===== src/rtl/tlb_xlate_pipe_pkg.sv =====
`default_nettype none
// ============================================================================
// Module : tlb_xlate_pipe_pkg
// Brief  : Shared page-type encoding and NAPOT constants for TLB PA formation.
// Rev    : 1.0
// ============================================================================
package tlb_xlate_pipe_pkg;

  typedef enum logic [2:0] {
    KILO = 3'd0,
    MEGA = 3'd1,
    GIGA = 3'd2,
    TERA = 3'd3,
    PETA = 3'd4
  } pagetype_t;

  // A 64 KiB NAPOT page takes its low four PPN bits from the VPN
  localparam int NAPOT_MASK_BITS = 4;

endpackage
`default_nettype wire


===== src/rtl/tlb_xlate_pipe_pgmask.sv =====
`default_nettype none
// ============================================================================
// Module : tlb_pgmask
// Brief  : Page-type/NAPOT to VPN-substitution mask, with illegal-type flag.
// Rev    : 1.0
// ============================================================================
module tlb_pgmask
  import tlb_xlate_pipe_pkg::*;
#(
  parameter int MASK_BITS  = 44,
  parameter int LEVELS     = 4,
  parameter int LEVEL_BITS = 9,
  parameter int NAPOT_EN   = 1
) (
  input  logic [2:0]           page_type_i,
  input  logic                 napot_i,
  output logic [MASK_BITS-1:0] mask_o,
  output logic                 illegal_o
);

  logic        w_napot_sel;
  logic [31:0] w_span;

  assign illegal_o   = (page_type_i >= 3'(LEVELS));
  assign w_napot_sel = (NAPOT_EN != 0) && napot_i && (page_type_i == KILO);
  assign w_span      = 32'(page_type_i) * 32'(LEVEL_BITS);

  always_comb begin
    mask_o = '0;
    if (illegal_o) begin
      mask_o = '0;
    end else if (w_napot_sel) begin
      mask_o = MASK_BITS'({NAPOT_MASK_BITS{1'b1}});
    end else begin
      for (int i = 0; i < MASK_BITS; i++) begin
        mask_o[i] = (32'(i) < w_span);
      end
    end
  end

endmodule
`default_nettype wire


===== src/rtl/tlb_xlate_pipe.sv =====
`default_nettype none
// ============================================================================
// Module : tlb_xlate_pipe
// Brief  : Two-stage TLB PA formation (PPN/VPN merge per page level) with
//          valid/ready on both sides, backpressure and flush.
// Rev    : 1.0
// ============================================================================
module tlb_xlate_pipe
  import tlb_xlate_pipe_pkg::*;
#(
  parameter int VPN_BITS   = 36,
  parameter int PPN_BITS   = 44,
  parameter int PA_BITS    = 56,
  parameter int LEVELS     = 4,
  parameter int LEVEL_BITS = 9,
  parameter int NAPOT_EN   = 1
) (
  input  logic                clk,
  input  logic                reset,
  input  logic                Flush,
  input  logic                ReqValid,
  output logic                ReqReady,
  input  logic [VPN_BITS-1:0] VPN,
  input  logic [PPN_BITS-1:0] PPN,
  input  logic [2:0]          HitPageType,
  input  logic                Napot,
  input  logic [11:0]         Offset,
  input  logic                TLBHit,
  output logic                RspValid,
  input  logic                RspReady,
  output logic [PA_BITS-1:0]  TLBPAdr,
  output logic                Miss,
  output logic                Misaligned
);

  logic                w_mask_illegal;
  logic [PPN_BITS-1:0] w_mask;
  logic                w_s2_load;
  logic                w_accept;
  logic                s1_v_d, s2_v_d;
  logic [PPN_BITS-1:0] w_mixed;
  logic [PA_BITS-1:0]  w_pa_d;
  logic                w_mis_d;

  logic                s1_v_q, s2_v_q;
  logic [VPN_BITS-1:0] s1_vpn_q;
  logic [PPN_BITS-1:0] s1_ppn_q;
  logic [PPN_BITS-1:0] s1_mask_q;
  logic [11:0]         s1_off_q;
  logic                s1_hit_q;
  logic                s1_illegal_q;
  logic [PA_BITS-1:0]  s2_pa_q;
  logic                s2_miss_q;
  logic                s2_mis_q;

  tlb_pgmask #(
    .MASK_BITS  (PPN_BITS),
    .LEVELS     (LEVELS),
    .LEVEL_BITS (LEVEL_BITS),
    .NAPOT_EN   (NAPOT_EN)
  ) u_pgmask (
    .page_type_i (HitPageType),
    .napot_i     (Napot),
    .mask_o      (w_mask),
    .illegal_o   (w_mask_illegal)
  );

  assign w_s2_load = !s2_v_q || RspReady;
  assign ReqReady  = !reset && !Flush && (!s1_v_q || w_s2_load);
  assign w_accept  = ReqValid && ReqReady;

  always_comb begin
    s1_v_d = s1_v_q;
    s2_v_d = s2_v_q;
    if (w_s2_load) begin
      s2_v_d = s1_v_q;
      s1_v_d = 1'b0;
    end
    if (w_accept) s1_v_d = 1'b1;
    if (Flush) begin
      s1_v_d = 1'b0;
      s2_v_d = 1'b0;
    end
  end

  // Masked bits are replaced, so a misaligned PPN cannot leak into the PA
  assign w_mixed = (s1_ppn_q & ~s1_mask_q) | (PPN_BITS'(s1_vpn_q) & s1_mask_q);
  assign w_pa_d  = s1_hit_q ? {w_mixed, s1_off_q} : '0;
  assign w_mis_d = s1_hit_q && (s1_illegal_q || (|(s1_ppn_q & s1_mask_q)));

  always_ff @(posedge clk) begin
    if (reset) begin
      s1_v_q       <= 1'b0;
      s2_v_q       <= 1'b0;
      s1_vpn_q     <= '0;
      s1_ppn_q     <= '0;
      s1_mask_q    <= '0;
      s1_off_q     <= '0;
      s1_hit_q     <= 1'b0;
      s1_illegal_q <= 1'b0;
      s2_pa_q      <= '0;
      s2_miss_q    <= 1'b0;
      s2_mis_q     <= 1'b0;
    end else begin
      s1_v_q <= s1_v_d;
      s2_v_q <= s2_v_d;
      if (w_accept) begin
        s1_vpn_q     <= VPN;
        s1_ppn_q     <= PPN;
        s1_mask_q    <= w_mask;
        s1_off_q     <= Offset;
        s1_hit_q     <= TLBHit;
        s1_illegal_q <= w_mask_illegal;
      end
      if (w_s2_load && s1_v_q) begin
        s2_pa_q   <= w_pa_d;
        s2_miss_q <= !s1_hit_q;
        s2_mis_q  <= w_mis_d;
      end
    end
  end

  assign RspValid   = s2_v_q;
  assign TLBPAdr    = s2_pa_q;
  assign Miss       = s2_miss_q;
  assign Misaligned = s2_mis_q;

endmodule
`default_nettype wire


===== config.mk =====
export PLATFORM = sky130hd
export DESIGN_NAME = tlb_xlate_pipe
export DESIGN_NICKNAME = d
export VERILOG_FILES = /design/src/rtl/tlb_xlate_pipe_pkg.sv /design/src/rtl/tlb_xlate_pipe_pgmask.sv /design/src/rtl/tlb_xlate_pipe.sv
export SDC_FILE = /design/constraint.sdc
export NUM_CORES = 1
export LEC_CHECK = 0
export BUFFER_PORTS_ARGS = -buffer_cell sky130_fd_sc_hd__buf_2
export CORE_MARGIN = 8
export CORE_UTILIZATION = 40
export CTS_BUF_LIST = sky130_fd_sc_hd__clkbuf_8
export CTS_CLUSTER_SIZE = 8
export DETAILED_ROUTE_END_ITERATION = 8
export PLACE_DENSITY = 0.69
export SYNTH_ARGS = -nofsm -noshare
export SYNTH_HDL_FRONTEND = slang
export SYNTH_SLANG_ARGS = --single-unit

===== constraint.sdc =====
create_clock -name clk -period 1.42 [get_ports clk]
set_input_delay 0.071 -clock clk [delete_from_list [all_inputs] [get_ports clk]]
set_output_delay 0.071 -clock clk [all_outputs]
set_load 0.01 [all_outputs]

# After elaboration in Yosys (flattened, before gate mapping)
# Cells that the tools add are included.
# op_classes
n_mul	1
order_cmp	45
muxes	5
bitwise_logic	5
n_reduce_logical	18
# ops
cell	n
less-than comparator 5 x 7 -> 1 bit, first input constant	16
bitwise AND 44 bit	2
two-way mux 44 bit	2
less-than comparator 6 x 7 -> 1 bit, first input constant	12
less-than comparator 4 x 7 -> 1 bit, first input constant	8
two-way mux 56 bit	1
bitwise AND 36 x 44 -> 44 bit	1
NOT 44 bit	1
OR 44 bit	1
OR reduction 44 bit	1
less-than comparator 3 x 7 -> 1 bit, first input constant	4
less-than comparator 1 x 7 -> 1 bit, first input constant	2
less-than comparator 2 x 7 -> 1 bit, first input constant	2
multiplier 3 x 4 -> 7 bit, second input constant	1
logical AND 1 bit	6
zero test 1 bit	5
greater-or-equal comparator 3 bit, second input constant	1
zero test 3 bit	1
logical OR 1 bit	3
two-way mux 1 bit	2
nonzero test 2 bit	1
OR reduction 2 bit	1
# totals
register_bits	198
inputBits	102
output_inout_bits	60
wordCells	85

# Depth between registers and ports, before layout
# depth
ltp_word	6
mapped_depth	8
mapped_depth_nobuf	4

# Cells and area by module
# Synthesis repeated with hierarchy kept, for this count alone.
# hier_totals
cells_unflattened	984
hier_area_um2	7970.1
# by_module_without_submodules
module	instances	cells_per_inst	area_per_inst_um2	seq_area_each_um2
tlb_xlate_pipe	1	935	7631.1	3963.8
tlb_pgmask	1	49	339.1	0.0

# Least setup slack after synthesis
# Ideal clock, no wire load.
# synth_path
kind	register to register
start	register s2_v_q, in the netlist RspValid
end	register s1_vpn_q[6]
setup_time_ns	0.132
arrival_ns	1.180
t_required_ns	1.288
setup_slack_ns	0.107
stages_incl_launch_ff	8
n_path_buf	3
period_less_slack_ns	1.313
path_cell_list	dfxtp_1 nand3b_1 and3_1 buf_2 buf_6 buf_6 nand2_1 a21oi_1
# synth_via
elab_chain_cells	5
# synth_rtl
item	line	text
from (decl)	tlb_xlate_pipe.sv:45	logic s1_v_q, s2_v_q;
from (signal assigned)	tlb_xlate_pipe.sv:106	s2_v_q <= s2_v_d;
zero test 1 bit	tlb_xlate_pipe.sv:68	assign w_s2_load = !s2_v_q || RspReady;
logical OR 1 bit	tlb_xlate_pipe.sv:68	
logical OR 1 bit	tlb_xlate_pipe.sv:69	assign ReqReady = !reset && !Flush && (!s1_v_q || w_s2_load);
logical AND 1 bit	tlb_xlate_pipe.sv:69	
logical AND 1 bit	tlb_xlate_pipe.sv:70	assign w_accept = ReqValid && ReqReady;
to (signal assigned)	tlb_xlate_pipe.sv:95	s1_vpn_q <= '0;
to (signal assigned)	tlb_xlate_pipe.sv:108	s1_vpn_q <= VPN;
to (decl)	tlb_xlate_pipe.sv:46	logic [VPN_BITS-1:0] s1_vpn_q;
# Every way passes these cells.
# A chain may end at the register's enable or synchronous reset.

# Worst setup path after layout
# layout_path
start	register s1_ppn_q[30]
end	register s2_mis_q, in the netlist Misaligned
# layout_via
elab_chain_cells	4
# layout_rtl
item	line	text
from (decl)	tlb_xlate_pipe.sv:47	logic [PPN_BITS-1:0] s1_ppn_q;
from (signal assigned)	tlb_xlate_pipe.sv:96	s1_ppn_q <= '0;
from (signal assigned)	tlb_xlate_pipe.sv:109	s1_ppn_q <= PPN;
bitwise AND 44 bit	tlb_xlate_pipe.sv:89	assign w_mis_d = s1_hit_q && (s1_illegal_q || (|(s1_ppn_q & s1_mask_q)));
OR reduction 44 bit	tlb_xlate_pipe.sv:89	
logical OR 1 bit	tlb_xlate_pipe.sv:89	
logical AND 1 bit	tlb_xlate_pipe.sv:89	
to (signal assigned)	tlb_xlate_pipe.sv:118	s2_mis_q <= w_mis_d;
to (decl)	tlb_xlate_pipe.sv:54	logic s2_mis_q;
# Every way passes these cells.

==> results.tsv <==
metric	value	unit
root buffer selected by CTS	clkbuf_8	
R2R depth	4	
FF-to-FF Start	s1_ppn_q[30]$_SDFFE_PP0P_	
Clock Latency Late Sink	0.47	ns
TritonCTS Buffers	17	
initial antenna violation count	0	
HP Class	input port to register	
final number of setup-violating endpoints	0	
dominant cell type by area after synthesis	dfxtp_1	
Max Root-Sink Buffers	2	
worst clock skew	0.0194	ns
Initial Utilization	40.8	%
Arr. time, crit path	1.77	ns
GP Congestion	0.815	
row count	48	
first-pass GRT wire length	34.2	mm
crit path launch	s1_ppn_q[30]$_SDFFE_PP0P_	
Critical Path Source Type	register	
Slew HR	70.1	%
post-layout min period	1.42	ns
diode count	0	
DRC viols	0	
WL final	22.7	mm
run status	complete, no violations	
YS warnings	0	
worst slew pin tran	0.448	ns
final worst-path cycle share	99.7	%
pin count of the biggest net entering global routing	76	
ys async rst share	0	%
final hold vios	0	
sequential area share after synthesis	53.0	%
CTS sink count	187	
critical-path maximum fanout	2	
Slew Viols, Final	0	
main flop type after synthesis	dfxtp_1	
TritonCTS clock tree	done	
Post-Syn Instances	841	
chip height	149	µm
worst vdd ir	0.585	mV
die width	149	µm
pwr/cell area	1070	nW/µm²
Ports	162	
full die area	22100	µm²
Hold Crit Start	ReqValid	
worst setup path class	register to register	
Avg Synthesized Cell Area	8.39	µm²
PortBufs	161	
FMAX	0.706	GHz
critical path endpoint	Misaligned$_SDFFE_PP0P_	
core area	17300	µm²
reg2reg end	Misaligned$_SDFFE_PP0P_	
1st-iter DRT viols	555	
DRT antenna net count	0	
filler-free cell count of the finished design	1336	
EDFF count, synth	0	
pre-CTS WS	-0.0479	ns
post-DP HPWL	13.9	mm
FF-to-FF setup slack	0.004	ns
Cell Count Post-Placement	1191	
post-DR wirelength/cell	17.0	µm
syn nets	943	
RSZ-0062 raised after global routing	yes	
DR pass1 iterations	6	
Synth-to-Final Area Change	41.9	%
clock-pin slew on the worst setup and hold paths	0.10	ns
ranking of synthesized cells by area	dfxtp_1 (53%), nand2_1 (14%), a21oi_1 (12%)	
slack of the critical path	0.00358	ns
routed via count	6866	
Crit. End Element	register	
number of global-route vias before repair	6560	
Unique masters post-synth	34	
Leakage	4.02	nW
setup TNS	0	ns
CP required	1.77	ns
number of H-tree levels	4	
Via density	5.14	
Synth Cell Area	7060	µm²
Yosys top cell area share	53.0	%
GRT Util Overall	19.2	%
layout cell share with drive strength beyond 1	27.2	%
final core utilization	57.9	%
total congestion overflow	0	
# nets final	1200	
Yosys reg bits	187	
max-cap violation count	0	
## worst min-delay path by stage
| stage | slack (ns) | end | cells after the start |
|---|---|---|---|
| finish | 0.16 | s1_mask_q[6]$_SDFFE_PP0P_ | 4 |
| global route | 0.13 | s1_mask_q[6]$_SDFFE_PP0P_ | 4 |
| global placement | 0.31 | s1_v_q$_SDFFE_PP0P_ | 2 |
| floorplan | 0.15 | s1_v_q$_SDFFE_PP0P_ | 1 |
| CTS | 0.02 | s1_vpn_q[5]$_SDFFE_PP0P_ | 4 |
| detailed placement | 0.32 | s1_v_q$_SDFFE_PP0P_ | 2 |
## where the power goes
| group | total (mW) | internal, mW | switching, mW |
|---|---|---|---|
| sequential | 5.41 | 5.34 | 0.0675 |
| combinational | 0.989 | 0.514 | 0.476 |
| clock | 4.29 | 2.33 | 1.96 |
## layer usage
layer  vias up  global-route usage, %  part of all wire, %
met5         -                      0                    0
met4         0                   6.11                  1.4
met3        20                   4.43                  6.1
met2       230                   30.9                   47
met1      3262                   24.9                   45
li1       3354                      -                    -
## placed cells by master (no fill, tap or decap), drive strengths merged, types with 2 or more instances in the layout
cell	count
nor3	2
a21oi	169
o21ai	3
mux2	36
clkbuf	23
a22oi	13
dlygate4sd3	100
bufinv	6
nand3	53
nand4	3
nor2	3
nor4	2
nand4b	9
or3	2
and3	18
nand2	263
inv	5
nand3b	2
and2	2
buf	198
clkinv	3
dfxtp	187
## layout make-up
class / instances / area [µm²]
Clock buffer: 18 / 248
Clock inverter: 14 / 239
Fill cell: 1531 / 7280
Inverter: 1 / 3.75
Multi-Input combinational cell: 588 / 3100
Sequential cell: 187 / 3750
Tap cell: 225 / 282
Timing Repair Buffer: 303 / 2390
## metrics by stage
stage / hold WS [ns] / total power [mW] / instance area (µm²)
floorplan: 0.150 / 5.87 / 7060
global placement: 0.312 / 6.19 / 8210
detailed placement: 0.316 / 6.20 / 8210
CTS: 0.0189 / 10.7 / 9710
global route: 0.130 / 11.1 / 10000
finish: 0.157 / 10.7 / 10000
## cells by family after synthesis
group	synth area share (%)
DFF	53.0
AOI/OAI and AO/OA	14.3
buffers and inverters	4.59
muxes	5.74
and+or+nand+nor	22.3
## flip-flops by register name (all words and copies together), names as in the netlist
signal,count
RspValid,1
s1_vpn_q,36
s1_illegal_q,1
TLBPAdr,56
s1_v_q,1
s1_off_q,12
Miss,1
s1_hit_q,1
s1_mask_q,33
Misaligned,1
s1_ppn_q,44
## repair_timing
action                                  4_1_cts  5_1_grt
endpoints found under the setup margin        2       37
pin swaps                                     3        9
setup buffers                                 0        7
cloned                                        0        6
gates resized for setup                       4       30
hold buffers                                100        0
endpoints found under the hold margin       109        0
## Yosys cell counts, drive strengths merged, types with 2 or more instances
master    n
nand3    53
clkbuf   37
buf      29
nor3      2
o21ai     3
nand2   263
mux2     36
and3     17
nor2      3
nand4b    9
a21oi   169
dfxtp   187
nand3b    2
nor4      2
a22oi    13
nand4     3
and2      2
or3       2
## critical path, stage by stage, from the launching register on
cell,delay (ns)
dfxtp_2,0.34
a222oi_1,0.47
nand3_1,0.18
o2111ai_2,0.22
o211ai_1,0.10
(Power assumes the default switching activity.)
